==> src/rtl/frame_grabber.sv <==
// frame_grabber: captures one (or every) camera frame from a VGA-style sync
// stream and emits one frame-store write per kept pixel.
// Kept pixels are chosen by power-of-two decimation, then cropped to OUT_W x OUT_H.
//
// Ports:
//   clk         single clock; sync inputs and pixel data are sampled here
//   reset       synchronous, active-low
//   start       one-cycle capture request, honoured only when idle
//   continuous  sampled with start; 1 = capture every frame until abort
//   abort       return to idle at the next edge, suppressing write/frame_done
//   iVGA_VS     0 = vertical sync pulse, 1 = frame region
//   iVGA_HS     1 = active pixel on current line
//   iPIX        pixel data, valid while iVGA_HS = 1
//   write       frame-store write strobe
//   x, y        destination column / row
//   wdata       pixel to store
//   busy        high whenever not idle
//   frame_done  one-cycle pulse per completed captured frame
//   frame_cnt   count of completed frames (wraps)
module frame_grabber #(
  parameter int unsigned PIX_W  = 24,
  parameter int unsigned DEC_X  = 1,
  parameter int unsigned DEC_Y  = 1,
  parameter int unsigned OUT_W  = 256,
  parameter int unsigned OUT_H  = 240,
  parameter int unsigned SRC_CW = 11
) (
  input  logic                       clk,
  input  logic                       reset,
  input  logic                       start,
  input  logic                       continuous,
  input  logic                       abort,
  input  logic                       iVGA_VS,
  input  logic                       iVGA_HS,
  input  logic [PIX_W-1:0]           iPIX,
  output logic                       write,
  output logic [$clog2(OUT_W)-1:0]   x,
  output logic [$clog2(OUT_H)-1:0]   y,
  output logic [PIX_W-1:0]           wdata,
  output logic                       busy,
  output logic                       frame_done,
  output logic [7:0]                 frame_cnt
);

  localparam int unsigned XW = $clog2(OUT_W);
  localparam int unsigned YW = $clog2(OUT_H);
  localparam logic [SRC_CW-1:0] MASK_X = SRC_CW'((1 << DEC_X) - 1);
  localparam logic [SRC_CW-1:0] MASK_Y = SRC_CW'((1 << DEC_Y) - 1);

  typedef enum logic [1:0] {S_IDLE, S_ARM, S_SYNC, S_LOAD} state_t;

  state_t              r_ps, w_ns;
  logic [SRC_CW-1:0]   r_sx, r_sy, w_sx, w_sy;
  logic                r_cont, w_cont;
  logic                r_hs_d, r_vs_d;
  logic                r_write, w_write;
  logic [XW-1:0]       r_x, w_x;
  logic [YW-1:0]       r_y, w_y;
  logic [PIX_W-1:0]    r_wdata, w_wdata;
  logic                r_busy;
  logic                r_fd, w_fd;
  logic [7:0]          r_cnt, w_cnt;

  // Destination coordinates and keep/crop decision for the current source pixel
  logic [SRC_CW-1:0]   w_dx, w_dy;
  logic                w_keep, w_in_crop;

  assign w_dx      = r_sx >> DEC_X;
  assign w_dy      = r_sy >> DEC_Y;
  assign w_keep    = ((r_sx & MASK_X) == '0) && ((r_sy & MASK_Y) == '0);
  assign w_in_crop = (32'(w_dx) < OUT_W) && (32'(w_dy) < OUT_H);

  // Next-state and next-output logic
  always_comb begin
    w_ns    = r_ps;
    w_sx    = r_sx;
    w_sy    = r_sy;
    w_cont  = r_cont;
    w_write = 1'b0;
    w_x     = r_x;
    w_y     = r_y;
    w_wdata = r_wdata;
    w_fd    = 1'b0;
    w_cnt   = r_cnt;

    case (r_ps)
      S_IDLE: begin
        w_sx = '0;
        w_sy = '0;
        if (start) begin
          w_ns   = S_ARM;
          w_cont = continuous;
        end
      end
      S_ARM: begin
        // Wait for a sync pulse so capture never starts mid-frame
        if (!iVGA_VS) w_ns = S_SYNC;
      end
      S_SYNC: begin
        w_sx = '0;
        w_sy = '0;
        if (iVGA_VS) w_ns = S_LOAD;
      end
      S_LOAD: begin
        if (iVGA_HS) begin
          if (w_keep && w_in_crop) begin
            w_write = 1'b1;
            w_x     = XW'(w_dx);
            w_y     = YW'(w_dy);
            w_wdata = iPIX;
          end
          // Saturate rather than wrap so an overlong line cannot alias
          if (r_sx != '1) w_sx = r_sx + SRC_CW'(1);
        end else if (r_hs_d) begin
          // End of line: only the HS falling edge advances the line counter
          w_sx = '0;
          if (r_sy != '1) w_sy = r_sy + SRC_CW'(1);
        end
        if (r_vs_d && !iVGA_VS) begin
          w_fd  = 1'b1;
          w_cnt = r_cnt + 8'd1;
          w_ns  = r_cont ? S_SYNC : S_IDLE;
        end
      end
      default: w_ns = S_IDLE;
    endcase

    // Abort overrides every transition and output
    if (abort) begin
      w_ns    = S_IDLE;
      w_cont  = 1'b0;
      w_write = 1'b0;
      w_fd    = 1'b0;
      w_cnt   = r_cnt;
    end
  end

  // State and output registers
  always_ff @(posedge clk) begin
    if (!reset) begin
      r_ps    <= S_IDLE;
      r_sx    <= '0;
      r_sy    <= '0;
      r_cont  <= 1'b0;
      r_hs_d  <= 1'b0;
      r_vs_d  <= 1'b0;
      r_write <= 1'b0;
      r_x     <= '0;
      r_y     <= '0;
      r_wdata <= '0;
      r_busy  <= 1'b0;
      r_fd    <= 1'b0;
      r_cnt   <= '0;
    end else begin
      r_ps    <= w_ns;
      r_sx    <= w_sx;
      r_sy    <= w_sy;
      r_cont  <= w_cont;
      r_hs_d  <= iVGA_HS;
      r_vs_d  <= iVGA_VS;
      r_write <= w_write;
      r_x     <= w_x;
      r_y     <= w_y;
      r_wdata <= w_wdata;
      r_busy  <= (w_ns != S_IDLE);
      r_fd    <= w_fd;
      r_cnt   <= w_cnt;
    end
  end

  assign write      = r_write;
  assign x          = r_x;
  assign y          = r_y;
  assign wdata      = r_wdata;
  assign busy       = r_busy;
  assign frame_done = r_fd;
  assign frame_cnt  = r_cnt;

endmodule

==> config.mk <==
export PLATFORM = sky130hd
export DESIGN_NAME = frame_grabber
export DESIGN_NICKNAME = d
export VERILOG_FILES = /design/src/rtl/frame_grabber.sv
export SDC_FILE = /design/constraint.sdc
export NUM_CORES = 1
export LEC_CHECK = 0
export CAP_MARGIN = 10
export CORE_MARGIN = 2
export CORE_UTILIZATION = 46
export CTS_CLUSTER_SIZE = 8
export DETAILED_ROUTE_END_ITERATION = 10
export DONT_BUFFER_PORTS = 1
export PLACE_DENSITY = 0.62
export SYNTH_ARGS = -nofsm -noshare
export SYNTH_HDL_FRONTEND = slang
export SYNTH_SLANG_ARGS = --single-unit
==> constraint.sdc <==
create_clock -name clk -period 1.8 [get_ports clk]
set_clock_uncertainty 0.05 [all_clocks]
set_input_delay 0 -clock clk [delete_from_list [all_inputs] [get_ports clk]]
set_output_delay 0 -clock clk [all_outputs]
set_load 0.01 [all_outputs]
==> results of run 1 <==
## final cells by class
class	count	area, µm²
clock buffer	10	138
clock inverter	4	72.6
fill	615	2790
inverter	4	18.8
multi-input combinational	245	1590
sequential	78	1570
tap	96	120
timing repair buffer	60	528
## power by group through the flow
stage,clock network [mW],registers (mW),logic (mW)
final,1.41,1.74,0.126
after global routing,1.52,1.74,0.136
after CTS,1.46,1.74,0.125
after detailed placement,0,1.78,0.0620
after global placement,0,1.78,0.0608
after floorplan,0,1.78,0.0584
## what timing repair did
action,4_1_cts,5_1_grt
resized for setup,0,5
endpoints found under the hold margin,62,0
setup buffers,0,1
setup endpoints to repair,0,54
hold buffers,31,0
## tightest hold or removal path, stage by stage
cell and delay [ns]:
and3b_2 0.23, a31oi_1 0.14, nor2_1 0.04
## routing by layer
layer	track usage, %	wire (µm)
met2	30.9	3480
met5	0	0
met3	5.41	529
met4	9.50	119
met1	23.7	3220
## worst min path at each step
stage / start / to / slack, ns / cells after the start
2_1_floorplan: iVGA_HS / r_hs_d / 0.07 / 1
3_5_place_dp: iVGA_HS / r_hs_d / 0.08 / 1
6_report: iVGA_HS / r_sy[10] / 0.06 / 3
5_1_grt: iVGA_HS / r_sx[10] / 0.1 / 3
3_3_place_gp: iVGA_HS / r_hs_d / 0.08 / 1
4_1_cts: iVGA_HS / r_sy[10] / 0.05 / 3
## sequential cells by signal, summed over array words and instances (netlist names)
signal / flops
r_hs_d: 1
busy: 1
frame_done: 1
r_sx: 11
x: 8
r_sy: 11
y: 8
r_ps: 2
write: 1
wdata: 24
r_vs_d: 1
r_cont: 1
frame_cnt: 8
## cells by family after synthesis
| kind of cell | after synthesis | share of synthesized area [%] |
|---|---|---|
| XOR/XNOR | 7 | 1.88 |
| flip-flops | 78 | 47.8 |
| multiplexers | 40 | 12.3 |
| buffers and inverters | 21 | 3.45 |
| AO/OA/AOI/OAI | 53 | 11.0 |
| adder cells (fa/ha/maj) | 3 | 1.15 |
| AND/OR/NAND/NOR | 142 | 22.5 |
## Yosys cell counts (all sizes together) (4+ instances only)
cell	instances	area, µm²
xnor2	6	52.6
clkbuf	9	33.8
nand4	6	37.5
buf	8	63.8
a31oi	7	43.8
or3	6	37.5
dfxtp	78	1560
nor3	7	35.0
o31ai	4	30.0
mux2i	40	400
a21oi	13	65.1
nand3	14	70.1
o21ai	10	50.0
o311ai	4	35.0
nand2	18	67.6
nor4	6	50.0
or4	4	30.0
and3	5	36.3
nor2	58	218
## through the flow
| stage | util [%] | hold slack, ns |
|---|---|---|
| after floorplan | - | 0.0717 |
| after global placement | 51.2 | 0.0753 |
| after detailed placement | 51.2 | 0.0782 |
| after CTS | 58.9 | 0.0480 |
| after global routing | 59.1 | 0.0955 |
| final | 59.1 | 0.0606 |
==> flow_metrics.env, run 1 <==
export IMPL_slew_headroom_pct=58.2
export IMPL_reg2reg_to="r_sx[8]"
export IMPL_worstSkewPairLatency_ns=0.35
export IMPL_grt_overflow=0
export IMPL_dpl_cell_area_um2=3500
export IMPL_cts_root_buf="clkbuf_8"
export IMPL_fin_cells=497
export IMPL_yosysWarnings=0
export IMPL_detailedRoute_firstPassIterationCount=4
export IMPL_async_flop_share_pct=0
export IMPL_synth_ff_type="dfxtp_1"
export IMPL_die_area_um2=7800
export IMPL_fin_nets=432
export IMPL_cap_violations=0
export IMPL_ioPinCount=82
export IMPL_hold_path_class="input port to flop"
export IMPL_die_h_um=88.3
export IMPL_grt_pass1_vias=2645
export IMPL_outcome="complete, no violations"
export IMPL_power_frac_seq_pct=53.0
export IMPL_cp_num_cells=5
export IMPL_synth_edf_count=0
export IMPL_grt_util_all_layers_pct=19.2
export IMPL_tns_ns=0
export IMPL_swShare_pct=20.8
export IMPL_fmax_mhz=579
export IMPL_ys_seq_area_share_pct=47.8
export IMPL_p_per_area_nw_per_um2=812
export IMPL_internal_power_mw=2.60
export IMPL_gp_congestion=0.911
export IMPL_max_stage_delay_ns=0.42
export IMPL_cp_startpoint="r_sx[0]"
export IMPL_final_area_um2=4040
export IMPL_rr_worst_depth=5
export IMPL_cp_arrival_ns=1.95
export IMPL_num_rows=30
export IMPL_finalCriticalPeriod_ns=1.73
export IMPL_critical_path_buf_inv_count=0
export IMPL_reg2reg_from="r_sx[0]"
export IMPL_start_kind="flop"
export IMPL_crit_required_ns=2.03
export IMPL_peakVddDrop_mv=0.375
export IMPL_switchingPower_uw=682
export IMPL_start_util_pct=47.8
export IMPL_avgSynthCellArea_um2=9.50
export IMPL_pre_cts_ws_ns=0.0142
export IMPL_cts_buffers=9
export IMPL_drt_wl_total_um=7340
export IMPL_critical_path_class="flop to flop"
export IMPL_crit_path_cell_trace="ha_1 -> nand2_1 -> a311o_1 -> or4_1 -> a21oi_1"
export IMPL_p_comb_share_pct=3.8
export IMPL_via_count=2748
export IMPL_area_growth_pct=23.5
export IMPL_wire_per_inst_um=14.8
export IMPL_dp_hpwl_um=4960
export IMPL_setup_slack_ns=0.0742
export IMPL_viasPerCell=5.53
export IMPL_synth_nets=378
export IMPL_synth_cells=344
export IMPL_setup_viol_count_final=0
export IMPL_grt_antenna_before_repair=0
export IMPL_cp_end_kind="flop"
export IMPL_synth_cell_types=48
export IMPL_grt_max_degree=21
export IMPL_r2r_slack_ns=0.07
export IMPL_tightest_slew_ns=0.624
export IMPL_p_clk_share_pct=43.1
export IMPL_drc_errors=0
export IMPL_crit_fanout=5
export IMPL_numPlacedInstances=451
export IMPL_clkTransAtPathRegs_ns=0.08
export IMPL_fin_crit_sh_pct=95.9
export IMPL_die_w_um=88.3
export IMPL_io_buffers=0
export IMPL_drv_slew=0
export IMPL_core_um2=6830
export IMPL_endpoint="r_sx[8]"
export IMPL_ctsHtreeMaxLevel=3
export IMPL_layout_commonest_cell="dfxtp_1"
export IMPL_antenna_cells=0
export IMPL_finalPower_mw=3.28
export IMPL_clock_sinks=78
export IMPL_drt_iter0_drc=187
export IMPL_crit_family="simple AND/OR/NAND/NOR gates"
export IMPL_grt_pass1_wl_um=11700
export IMPL_layout_drive_gt1_share_pct=14.2
export IMPL_ant_nets=0
export IMPL_tritoncts="done"
export IMPL_syn_area_um2=3270
export IMPL_mostFrequentLayoutCells="74 x dfxtp_1, 58 x nor2_1, 40 x mux2i_1"
export IMPL_leakage_nw=1.75
export IMPL_cts_buffer_depth=2
export IMPL_hold_viol=0
export IMPL_ys_ff_latch=78
export IMPL_slowest_stage="or4_1"
No activity file was read; power rests on OpenSTA's default activity.
==> inputs of run 2 (changes only) <==
CORE_UTILIZATION = 60   (was 46)
PLACE_DENSITY = 0.77   (was 0.62)
==> run 2 against run 1 <==
  * Sequential cell count did not move
  * Fmax fell by 1.2%
  * Register-to-register slack got worse by 0.02 ns
  * Critical path depth rose by 1
  * Design area fell by 1.7%
  * Cell count fell by 6.0%
  * Core utilization rose by 18 points
  * Total power fell by 4.4%
  * Via count rose by 2.6%
  * Non-clock buffer count fell by 6
  * Sequential power barely moved
  * Largest cell class unchanged
  * Largest power group unchanged
==> flow_metrics.env, run 2 (synthesized netlist as in run 1, its figures left out) <==
export IMPL_crit_fanout=4
export IMPL_layout_commonest_cell="dfxtp_1"
export IMPL_grt_antenna_before_repair=0
export IMPL_cap_violations=0
export IMPL_die_w_um=77.8
export IMPL_crit_family="compound AO/OA/AOI/OAI gates"
export IMPL_leakage_nw=1.73
export IMPL_drv_slew=0
export IMPL_grt_max_degree=34
export IMPL_ioPinCount=82
export IMPL_peakVddDrop_mv=0.558
export IMPL_drt_iter0_drc=187
export IMPL_dp_hpwl_um=4580
export IMPL_grt_overflow=0
export IMPL_fin_crit_sh_pct=97.0
export IMPL_ant_nets=0
export IMPL_mostFrequentLayoutCells="76 x dfxtp_1, 58 x nor2_1, 40 x mux2i_1"
export IMPL_die_h_um=77.8
export IMPL_dpl_cell_area_um2=3420
export IMPL_tritoncts="done"
export IMPL_outcome="complete, no violations"
export IMPL_viasPerCell=6.04
export IMPL_timing_hold_ws_ns=0.0440
export IMPL_slowest_stage="dfxtp_1"
export IMPL_grt_pass1_wl_um=12400
export IMPL_area_growth_pct=21.4
export IMPL_final_area_um2=3970
export IMPL_die_area_um2=6050
export IMPL_antenna_cells=0
export IMPL_num_rows=26
export IMPL_io_buffers=0
export IMPL_detailedRoute_firstPassIterationCount=5
export IMPL_crit_path_cell_trace="ha_2 -> nand2_2 -> a311o_1 -> buf_4 -> or3_1 -> a21oi_1"
export IMPL_fmax_mhz=573
export IMPL_finalCriticalPeriod_ns=1.75
export IMPL_cts_root_buf="clkbuf_8"
export IMPL_worstSkewPairLatency_ns=0.35
export IMPL_clock_sinks=78
export IMPL_critical_path_class="flop to flop"
export IMPL_crit_required_ns=2.02
export IMPL_wire_per_inst_um=16.5
export IMPL_cp_arrival_ns=1.97
export IMPL_layout_drive_gt1_share_pct=13.4
export IMPL_critical_path_buf_inv_count=1
export IMPL_start_util_pct=63.2
export IMPL_cp_end_kind="flop"
export IMPL_setup_viol_count_final=0
export IMPL_cts_buffer_depth=2
export IMPL_gp_congestion=0.927
export IMPL_largest_reg_flops=24
export IMPL_cts_buffers=9
export IMPL_grt_util_all_layers_pct=25.9
export IMPL_drc_errors=0
export IMPL_tightest_slew_ns=0.567
export IMPL_start_kind="flop"
export IMPL_ctsHtreeMaxLevel=3
export IMPL_p_per_area_nw_per_um2=790
export IMPL_hold_viol=0
export IMPL_grt_pass1_vias=2748
export IMPL_core_um2=5170
export IMPL_max_stage_delay_ns=0.38
export IMPL_hold_path_class="input port to flop"
export IMPL_clkTransAtPathRegs_ns=0.08
export IMPL_fin_nets=426
export IMPL_via_count=2819
export IMPL_drt_wl_total_um=7690
export IMPL_slew_headroom_pct=62.1
-- run 2: timing repair --
item | in CTS | in global routing
setup endpoints to repair | 0 | 44
resized for setup | 0 | 9
buffers inserted | 0 | 1
hold endpoints to repair | 69 | 0
hold buffers | 32 | 0
-- run 2: metrics by stage --
step | TNS (ns) | instances | setup slack, ns | util, % | total power [mW]
finish | 0 | 467 | 0.0536 | 76.7 | 3.13
global route | -0.000643 | 467 | -0.000643 | 76.7 | 3.23
CTS | 0 | 466 | 0.0175 | 75.9 | 3.16
detailed placement | 0 | 418 | 0.0517 | 66.0 | 1.84
global placement | 0 | 418 | 0.123 | 66.0 | 1.84
floorplan | 0 | 344 | 0.135 | - | 1.84
-- run 2: power breakdown --
group / switching (mW) / internal (mW)
registers: 0.00825 / 1.73
clock network: 0.626 / 0.638
logic: 0.0625 / 0.0673
-- run 2: final cells by class --
class | instances | area (µm²)
tap | 70 | 87.6
sequential | 78 | 1560
clock buffer | 10 | 128
timing repair buffer | 54 | 489
clock inverter | 6 | 61.3
multi-input combinational | 245 | 1620
fill | 348 | 1200
inverter | 4 | 15.0
-- run 2: tightest hold or removal path, delay by kind of cell --
family             cells  cell delay, ns
AOI/OAI and AO/OA      2            0.13
and+or+nand+nor        2            0.26
-- run 2: final timing paths --
| kind | startpoint | slack (ns) | cells after the start | end |
|---|---|---|---|---|
| min | iVGA_HS | 0.04 | 4 | r_sy[9] |
| max reg2reg | r_sx[1] | 0.05 | 6 | r_sx[6] |
| max | r_sx[1] | 0.05 | 6 | r_sx[6] |
| min reg2reg | r_cont | 0.45 | 2 | r_cont |
-- run 2: routing by layer --
layer	vias up	wire (µm)	GRT usage, %
met4	0	255	13.4
met2	131	3770	43.1
met5	-	0	0
li1	1342	-	-
met1	1312	3110	31.0
met3	34	566	6.05
